File: config.mk
export PLATFORM = sky130hd
export DESIGN_NAME = lo_sle_serial_ctrl
export DESIGN_NICKNAME = d
export VERILOG_FILES = /design/src/rtl/lo_sle_pkg.sv /design/src/rtl/lo_sle_req_detect.sv /design/src/rtl/lo_sle_serial_ctrl.sv
export SDC_FILE = /design/constraint.sdc
export NUM_CORES = 1
export LEC_CHECK = 0
export BUFFER_PORTS_ARGS = -buffer_cell sky130_fd_sc_hd__buf_2
export CAP_MARGIN = 20
export CORE_ASPECT_RATIO = 0.75
export CORE_UTILIZATION = 45
export DETAILED_ROUTE_END_ITERATION = 10
export PLACE_DENSITY = 0.68
export SETUP_SLACK_MARGIN = 0.15
export SKIP_LAST_GASP = 1
export SYNTH_ARGS = -nofsm -noshare
export SYNTH_HDL_FRONTEND = slang
export SYNTH_SLANG_ARGS = --single-unit
File: constraint.sdc
create_clock -name user_clk -period 2 [get_ports user_clk]
set_input_delay 0.2 -clock user_clk [delete_from_list [all_inputs] [get_ports user_clk]]
set_output_delay 0.2 -clock user_clk [all_outputs]
set_load 0.01 [all_outputs]
File: src/rtl/lo_sle_pkg.sv
// Shared types and constants for the LO synthesizer serial programming controller.
package lo_sle_pkg;

   typedef enum logic [2:0] {
      IDLE,
      SETUP,
      HIGH,
      PRE_LE,
      LATCH
   } state_e;

   localparam int unsigned XFER_CNT_W    = 16;
   localparam int unsigned BIT_CNT_W     = 6;
   localparam int unsigned CLK_DIV_DEF   = 4;
   localparam int unsigned LE_HOLD_DEF   = 8;
   localparam int unsigned WORD_BITS_DEF = 32;

   // Cycles busy stays high for one transfer: WORD_BITS full sclk periods, PRE_LE, then the latch pulse.
   function automatic int unsigned busy_cycles(input int unsigned clk_div,
                                               input int unsigned le_hold,
                                               input int unsigned word_bits);
      return (2 * word_bits + 1) * clk_div + le_hold;
   endfunction

endpackage

File: src/rtl/lo_sle_req_detect.sv
// Start-toggle edge detector with a one-deep pending request that is consumed on launch.
module lo_sle_req_detect (
   input  logic clk,
   input  logic rst,
   input  logic start_tgl,
   input  logic launch,
   output logic req_c
);

   logic tgl_q, tgl_d;
   logic pend_q, pend_d;
   logic req;

   // A launch consumes one request; a fresh toggle arriving alongside a pending launch is kept.
   always_comb begin
      req    = start_tgl ^ tgl_q;
      tgl_d  = start_tgl;
      pend_d = launch ? (pend_q & req) : (pend_q | req);
      req_c  = req | pend_q;
   end

   always_ff @(posedge clk) begin
      if (rst) begin
         tgl_q  <= start_tgl;
         pend_q <= 1'b0;
      end else begin
         tgl_q  <= tgl_d;
         pend_q <= pend_d;
      end
   end

endmodule

File: src/rtl/lo_sle_serial_ctrl.sv
// Shifts the LO_SLE word MSB-first on lo_sdata/lo_sclk, then pulses lo_sle to latch it.
module lo_sle_serial_ctrl
   import lo_sle_pkg::*;
#(
   parameter int unsigned CLK_DIV   = CLK_DIV_DEF,
   parameter int unsigned LE_HOLD   = LE_HOLD_DEF,
   parameter int unsigned WORD_BITS = WORD_BITS_DEF
) (
   input  logic                  user_clk,
   input  logic                  user_rst,
   input  logic [31:0]           data_word,
   input  logic                  start_tgl,
   output logic                  lo_sclk,
   output logic                  lo_sdata,
   output logic                  lo_sle,
   output logic                  busy,
   output logic                  done,
   output logic [XFER_CNT_W-1:0] xfer_count
);

   localparam int unsigned DIV_MAX = (CLK_DIV > LE_HOLD) ? CLK_DIV : LE_HOLD;
   localparam int unsigned DIV_W   = (DIV_MAX > 1) ? $clog2(DIV_MAX) : 1;

   localparam logic [DIV_W-1:0]     DIV_LAST = DIV_W'(CLK_DIV - 1);
   localparam logic [DIV_W-1:0]     LE_LAST  = DIV_W'(LE_HOLD - 1);
   localparam logic [BIT_CNT_W-1:0] BIT_LAST = BIT_CNT_W'(WORD_BITS - 1);

   state_e                  state_q, state_d;
   logic [DIV_W-1:0]        div_cnt_q, div_cnt_d;
   logic [BIT_CNT_W-1:0]    bit_cnt_q, bit_cnt_d;
   logic [WORD_BITS-1:0]    shreg_q, shreg_d;
   logic                    sclk_q, sclk_d;
   logic                    sle_q, sle_d;
   logic                    busy_q, busy_d;
   logic                    done_q, done_d;
   logic [XFER_CNT_W-1:0]   xfer_cnt_q, xfer_cnt_d;
   logic                    req_c;
   logic                    launch_c;

   lo_sle_req_detect u_req_detect (
      .clk       (user_clk),
      .rst       (user_rst),
      .start_tgl (start_tgl),
      .launch    (launch_c),
      .req_c     (req_c)
   );

   // lo_sdata is the shift register MSB, so it only moves when HIGH exits (sclk falling).
   always_comb begin
      state_d    = state_q;
      div_cnt_d  = div_cnt_q + DIV_W'(1);
      bit_cnt_d  = bit_cnt_q;
      shreg_d    = shreg_q;
      sclk_d     = sclk_q;
      sle_d      = sle_q;
      busy_d     = busy_q;
      done_d     = 1'b0;
      xfer_cnt_d = xfer_cnt_q;
      launch_c   = 1'b0;

      case (state_q)
         IDLE: begin
            div_cnt_d = '0;
            if (req_c) begin
               launch_c  = 1'b1;
               shreg_d   = data_word[WORD_BITS-1:0];
               busy_d    = 1'b1;
               bit_cnt_d = '0;
               state_d   = SETUP;
            end
         end
         SETUP: begin
            if (div_cnt_q == DIV_LAST) begin
               div_cnt_d = '0;
               sclk_d    = 1'b1;
               state_d   = HIGH;
            end
         end
         HIGH: begin
            if (div_cnt_q == DIV_LAST) begin
               div_cnt_d = '0;
               sclk_d    = 1'b0;
               if (bit_cnt_q == BIT_LAST) begin
                  shreg_d = '0;
                  state_d = PRE_LE;
               end else begin
                  shreg_d   = shreg_q << 1;
                  bit_cnt_d = bit_cnt_q + BIT_CNT_W'(1);
                  state_d   = SETUP;
               end
            end
         end
         PRE_LE: begin
            if (div_cnt_q == DIV_LAST) begin
               div_cnt_d = '0;
               sle_d     = 1'b1;
               state_d   = LATCH;
            end
         end
         LATCH: begin
            if (div_cnt_q == LE_LAST) begin
               div_cnt_d  = '0;
               sle_d      = 1'b0;
               busy_d     = 1'b0;
               done_d     = 1'b1;
               xfer_cnt_d = xfer_cnt_q + XFER_CNT_W'(1);
               state_d    = IDLE;
            end
         end
         default: begin
            div_cnt_d = '0;
            state_d   = IDLE;
         end
      endcase
   end

   always_ff @(posedge user_clk) begin
      if (user_rst) begin
         state_q    <= IDLE;
         div_cnt_q  <= '0;
         bit_cnt_q  <= '0;
         shreg_q    <= '0;
         sclk_q     <= 1'b0;
         sle_q      <= 1'b0;
         busy_q     <= 1'b0;
         done_q     <= 1'b0;
         xfer_cnt_q <= '0;
      end else begin
         state_q    <= state_d;
         div_cnt_q  <= div_cnt_d;
         bit_cnt_q  <= bit_cnt_d;
         shreg_q    <= shreg_d;
         sclk_q     <= sclk_d;
         sle_q      <= sle_d;
         busy_q     <= busy_d;
         done_q     <= done_d;
         xfer_cnt_q <= xfer_cnt_d;
      end
   end

   assign lo_sclk    = sclk_q;
   assign lo_sdata   = shreg_q[WORD_BITS-1];
   assign lo_sle     = sle_q;
   assign busy       = busy_q;
   assign done       = done_q;
   assign xfer_count = xfer_cnt_q;

endmodule

==> metrics.txt <==
# TYPE chip_impl_metric gauge
chip_impl_metric{name="hold-worst-slack",unit="ps"} 110.5
chip_impl_metric{name="maxCapViolations",unit=""} 0
chip_impl_metric{name="floorplan.die_area",unit="um2"} 6987
chip_impl_info{name="critical_path.endpoint_type",value="register"} 1
chip_impl_metric{name="min_period",unit="ps"} 1792
chip_impl_metric{name="syn-mean-instance-area",unit="um2"} 9.357
chip_impl_metric{name="vias_in_the_first_global_route",unit=""} 2385
chip_impl_info{name="cp-start-kind",value="register"} 1
chip_impl_info{name="yosys-top-cells-area",value="dfxtp_1, mux2i_1, o2bb2ai_1, a21oi_1, nand2_1"} 1
chip_impl_metric{name="finalSetupViolCount",unit=""} 0
chip_impl_metric{name="cp_data_required_time",unit="ps"} 2280
chip_impl_info{name="crit_path_cell_trace",value="ha_4 > ha_4 > nand4bb_4 > or4_4 > or3_1 > a21oi_1"} 1
chip_impl_metric{name="power_per_cell_area",unit="nW/um2"} 757.1
chip_impl_metric{name="placementRows",unit=""} 25
chip_impl_metric{name="fmax",unit="MHz"} 558.1
chip_impl_metric{name="final.period_utilization",unit="%"} 89.59
chip_impl_info{name="critical_path.most_common_cell",value="ha_4"} 1
chip_impl_metric{name="drc_errors",unit=""} 0
chip_impl_info{name="tritoncts",value="done"} 1
chip_impl_info{name="post_synth_most_frequent_cells",value="dfxtp_1, mux2i_1, o2bb2ai_1, nand2_1, clkbuf_1"} 1
chip_impl_metric{name="synth.net_count",unit=""} 361
chip_impl_info{name="worstSetupPathType",value="register to register"} 1
chip_impl_metric{name="clkSinkCount",unit=""} 66
chip_impl_metric{name="first_drt_pass_iteration_count",unit=""} 4
chip_impl_metric{name="syn_area",unit="um2"} 2994
chip_impl_metric{name="placed_cells",unit=""} 456
chip_impl_info{name="cp_top_family",value="simple AND/OR/NAND/NOR gates"} 1
chip_impl_metric{name="synth-seq-area-share",unit="%"} 44.13
chip_impl_metric{name="grt_start_max_net_pins",unit=""} 31
chip_impl_metric{name="core_region_area",unit="um2"} 6350
chip_impl_metric{name="starting_density",unit="%"} 47.15
chip_impl_metric{name="synth_seq_cells",unit=""} 66
chip_impl_metric{name="route.final.wire_length",unit="mm"} 6.770
chip_impl_metric{name="die_width",unit="um"} 96.19
chip_impl_metric{name="cts-root-to-sink-buffers",unit=""} 2
chip_impl_metric{name="vias_per_cell",unit=""} 5.480
chip_impl_metric{name="vias",unit=""} 2592
chip_impl_metric{name="grt_antenna_before_repair",unit=""} 0
chip_impl_metric{name="dp.final_hpwl",unit="mm"} 4.694
chip_impl_metric{name="detail-route-antenna-nets",unit=""} 0
chip_impl_metric{name="globalRoute.totalOverflow",unit=""} 0
chip_impl_metric{name="port_buffers",unit=""} 55
chip_impl_metric{name="skew",unit="ps"} 8.782
chip_impl_metric{name="layout-drive-gt1-share",unit="%"} 28.06
chip_impl_metric{name="gp_congestion",unit=""} 0.8717
chip_impl_metric{name="clock_insertion_delay_worst_skew",unit="ps"} 340
chip_impl_metric{name="fin_tns_setup",unit="ps"} 0
chip_impl_metric{name="slew_violations",unit=""} 0
chip_impl_metric{name="floorplan.die.height",unit="um"} 72.64
chip_impl_metric{name="share_of_async_settable_or_async_resettable_flops_after_synthesis",unit="%"} 0
chip_impl_metric{name="insertedDiodeCount",unit=""} 0
chip_impl_metric{name="detail_route.wl_per_cell",unit="um"} 14.31
chip_impl_info{name="netlist.top_cell.by_area",value="dfxtp_1"} 1
chip_impl_info{name="critPathSlowestCell",value="or4_4"} 1
chip_impl_metric{name="syn_to_final_growth",unit="%"} 25.20
chip_impl_metric{name="number_of_synthesized_flops_with_an_enable_pin",unit=""} 0
chip_impl_metric{name="cts_htree_levels",unit=""} 3
chip_impl_metric{name="leakage_dissipation",unit="nW"} 1.406
chip_impl_metric{name="num-fill-cells",unit=""} 577
chip_impl_metric{name="netlist-cell-type-count",unit=""} 43
chip_impl_info{name="cts_root_buf",value="clkbuf_8"} 1
chip_impl_metric{name="first_pass_grt_wire_length",unit="mm"} 10.99
chip_impl_metric{name="tritoncts.num_buffers",unit=""} 9
chip_impl_metric{name="cts.reportedPaths.clkPinSlew",unit="ps"} 70
chip_impl_metric{name="worst_pin_slew",unit="ps"} 504.4
chip_impl_metric{name="final_nets",unit=""} 428
chip_impl_metric{name="post_cts_setup_buffers",unit=""} 0
chip_impl_metric{name="layout.cells.non_filler",unit=""} 473
chip_impl_metric{name="critPathArrivalTime",unit="ps"} 2070
chip_impl_info{name="worst_hold_path_type",value="input port to register"} 1
chip_impl_metric{name="post_synth_inst_count",unit=""} 320
chip_impl_info{name="rsz0062_at_grt",value="yes"} 1
chip_impl_metric{name="power.ir.vdd_worst",unit="mV"} 0.5122
chip_impl_metric{name="final_util",unit="%"} 59.03
chip_impl_info{name="status",value="complete, no violations"} 1
chip_impl_metric{name="drt_first_iter_violations",unit=""} 130
chip_impl_info{name="synth_ff_type",value="dfxtp_1"} 1
chip_impl_metric{name="worstPathMaxFanout",unit=""} 5
chip_impl_metric{name="finalHoldViolCount",unit=""} 0
chip_impl_metric{name="slew-limit-headroom",unit="%"} 66.12
chip_impl_metric{name="count_of_synthesis_stage_warnings_from_yosys",unit=""} 0
chip_impl_metric{name="global_route.usage.total",unit="%"} 20.68
chip_impl_metric{name="power",unit="mW"} 2.838
chip_impl_metric{name="crit_path_max_incr_delay",unit="ps"} 460
chip_impl_info{name="synth_most_common_cell",value="dfxtp_1"} 1
chip_impl_metric{name="cp.buffers_inverters",unit=""} 0
chip_impl_metric{name="design.portCount",unit=""} 56
chip_impl_metric{name="proportion_of_netlist_area_held_by_the_largest_area_contributor",unit="%"} 44.13
==> kinds of logic (layout without fill, tap and decap cells) <==
kind of cell | after synthesis | in the layout | synth area share, %
AO/OA/AOI/OAI | 78 | 78 | 18.55
XOR/XNOR | 11 | 11 | 3.218
adder cells (fa/ha/maj) | 6 | 6 | 2.507
buffers and inverters | 28 | 100 | 3.552
flip-flops | 66 | 66 | 44.13
multiplexers | 30 | 30 | 10.03
AND/OR/NAND/NOR | 101 | 101 | 18.01
==> routing by layer <==
layer  vias up  part of all wire [%]  GRT usage (%)
li1       1317                     -              -
met1      1217                    50          28.32
met2        54                    44          30.50
met3         4                   5.2          8.125
met4         0                  0.62          4.975
met5         -                     0              0
==> cells in the final DEF (no fill, tap or decap), types with 3 or more instances in the layout <==
cell	n
clkbuf_8	11
nand2b_1	3
xor2_1	6
inv_1	6
nand2_1	22
buf_6	3
o21ai_0	11
buf_4	19
or3_1	4
xnor2_1	5
nand3_1	14
and2_1	3
a31oi_1	6
o2bb2ai_1	30
dfxtp_1	62
a21oi_1	18
or2_2	3
buf_2	55
dfxtp_2	3
nand4_1	7
nor2_1	18
mux2i_1	30
nor4_1	3
nor3_1	7
==> power breakdown <==
part           internal, mW  leakage [nW]  switching [mW]
registers              1.39         0.540          0.0445
clock network         0.642        0.0986           0.507
logic                 0.120         0.767           0.137
total                  2.15          1.41           0.688
==> state kept, by name (all words and copies together) (netlist names) <==
register             flops
u_req_detect.tgl_q       1
xfer_count              16
div_cnt_q                3
bit_cnt_q                6
state_q                  3
lo_sle                   1
u_req_detect.pend_q      1
busy                     1
lo_sclk                  1
shreg_q                 32
done                     1
==> worst paths after layout <==
path                                       end  slack (ps)  cells past startpoint           from
worst max-delay path            xfer_count[14]         210                      6   div_cnt_q[0]
worst min-delay path               shreg_q[22]         110                      3  data_word[22]
worst max register to register  xfer_count[14]         210                      6   div_cnt_q[0]
worst min register to register    div_cnt_q[0]         440                      1   div_cnt_q[0]
==> stage by stage <==
step	worst slack [ps]	instance area, um2
after global placement	158.9	3472
after CTS	172.8	3716
after global routing	80.44	3749
after detailed placement	110.5	3472
after floorplan	140.8	3015
final	208.1	3749
==> area by class of cell <==
type,count,area [um2],area share [%]
clock buffer,12,155.1,4.139
sequential,66,1329,35.45
inverter,6,22.52,0.6008
multi-input combinational,226,1629,43.46
tap,81,101.3,2.704
clock inverter,4,50.05,1.335
timing repair buffer,78,461.7,12.32
==> worst reg2reg max path, delay by kind of cell, from the launching register on <==
kind	cells	cell delay, ps
AOI/OAI and AO/OA	1	140
DFF	1	350
and+or+nand+nor	3	950
adders and majority gates	2	290
==> repair_timing <==
item,4_1_cts,5_1_grt
resized for setup,3,11
setup endpoints to repair,27,37
hold buffers,1,0
hold endpoints to repair,1,0
No activity file was read; power rests on OpenSTA's default activity.
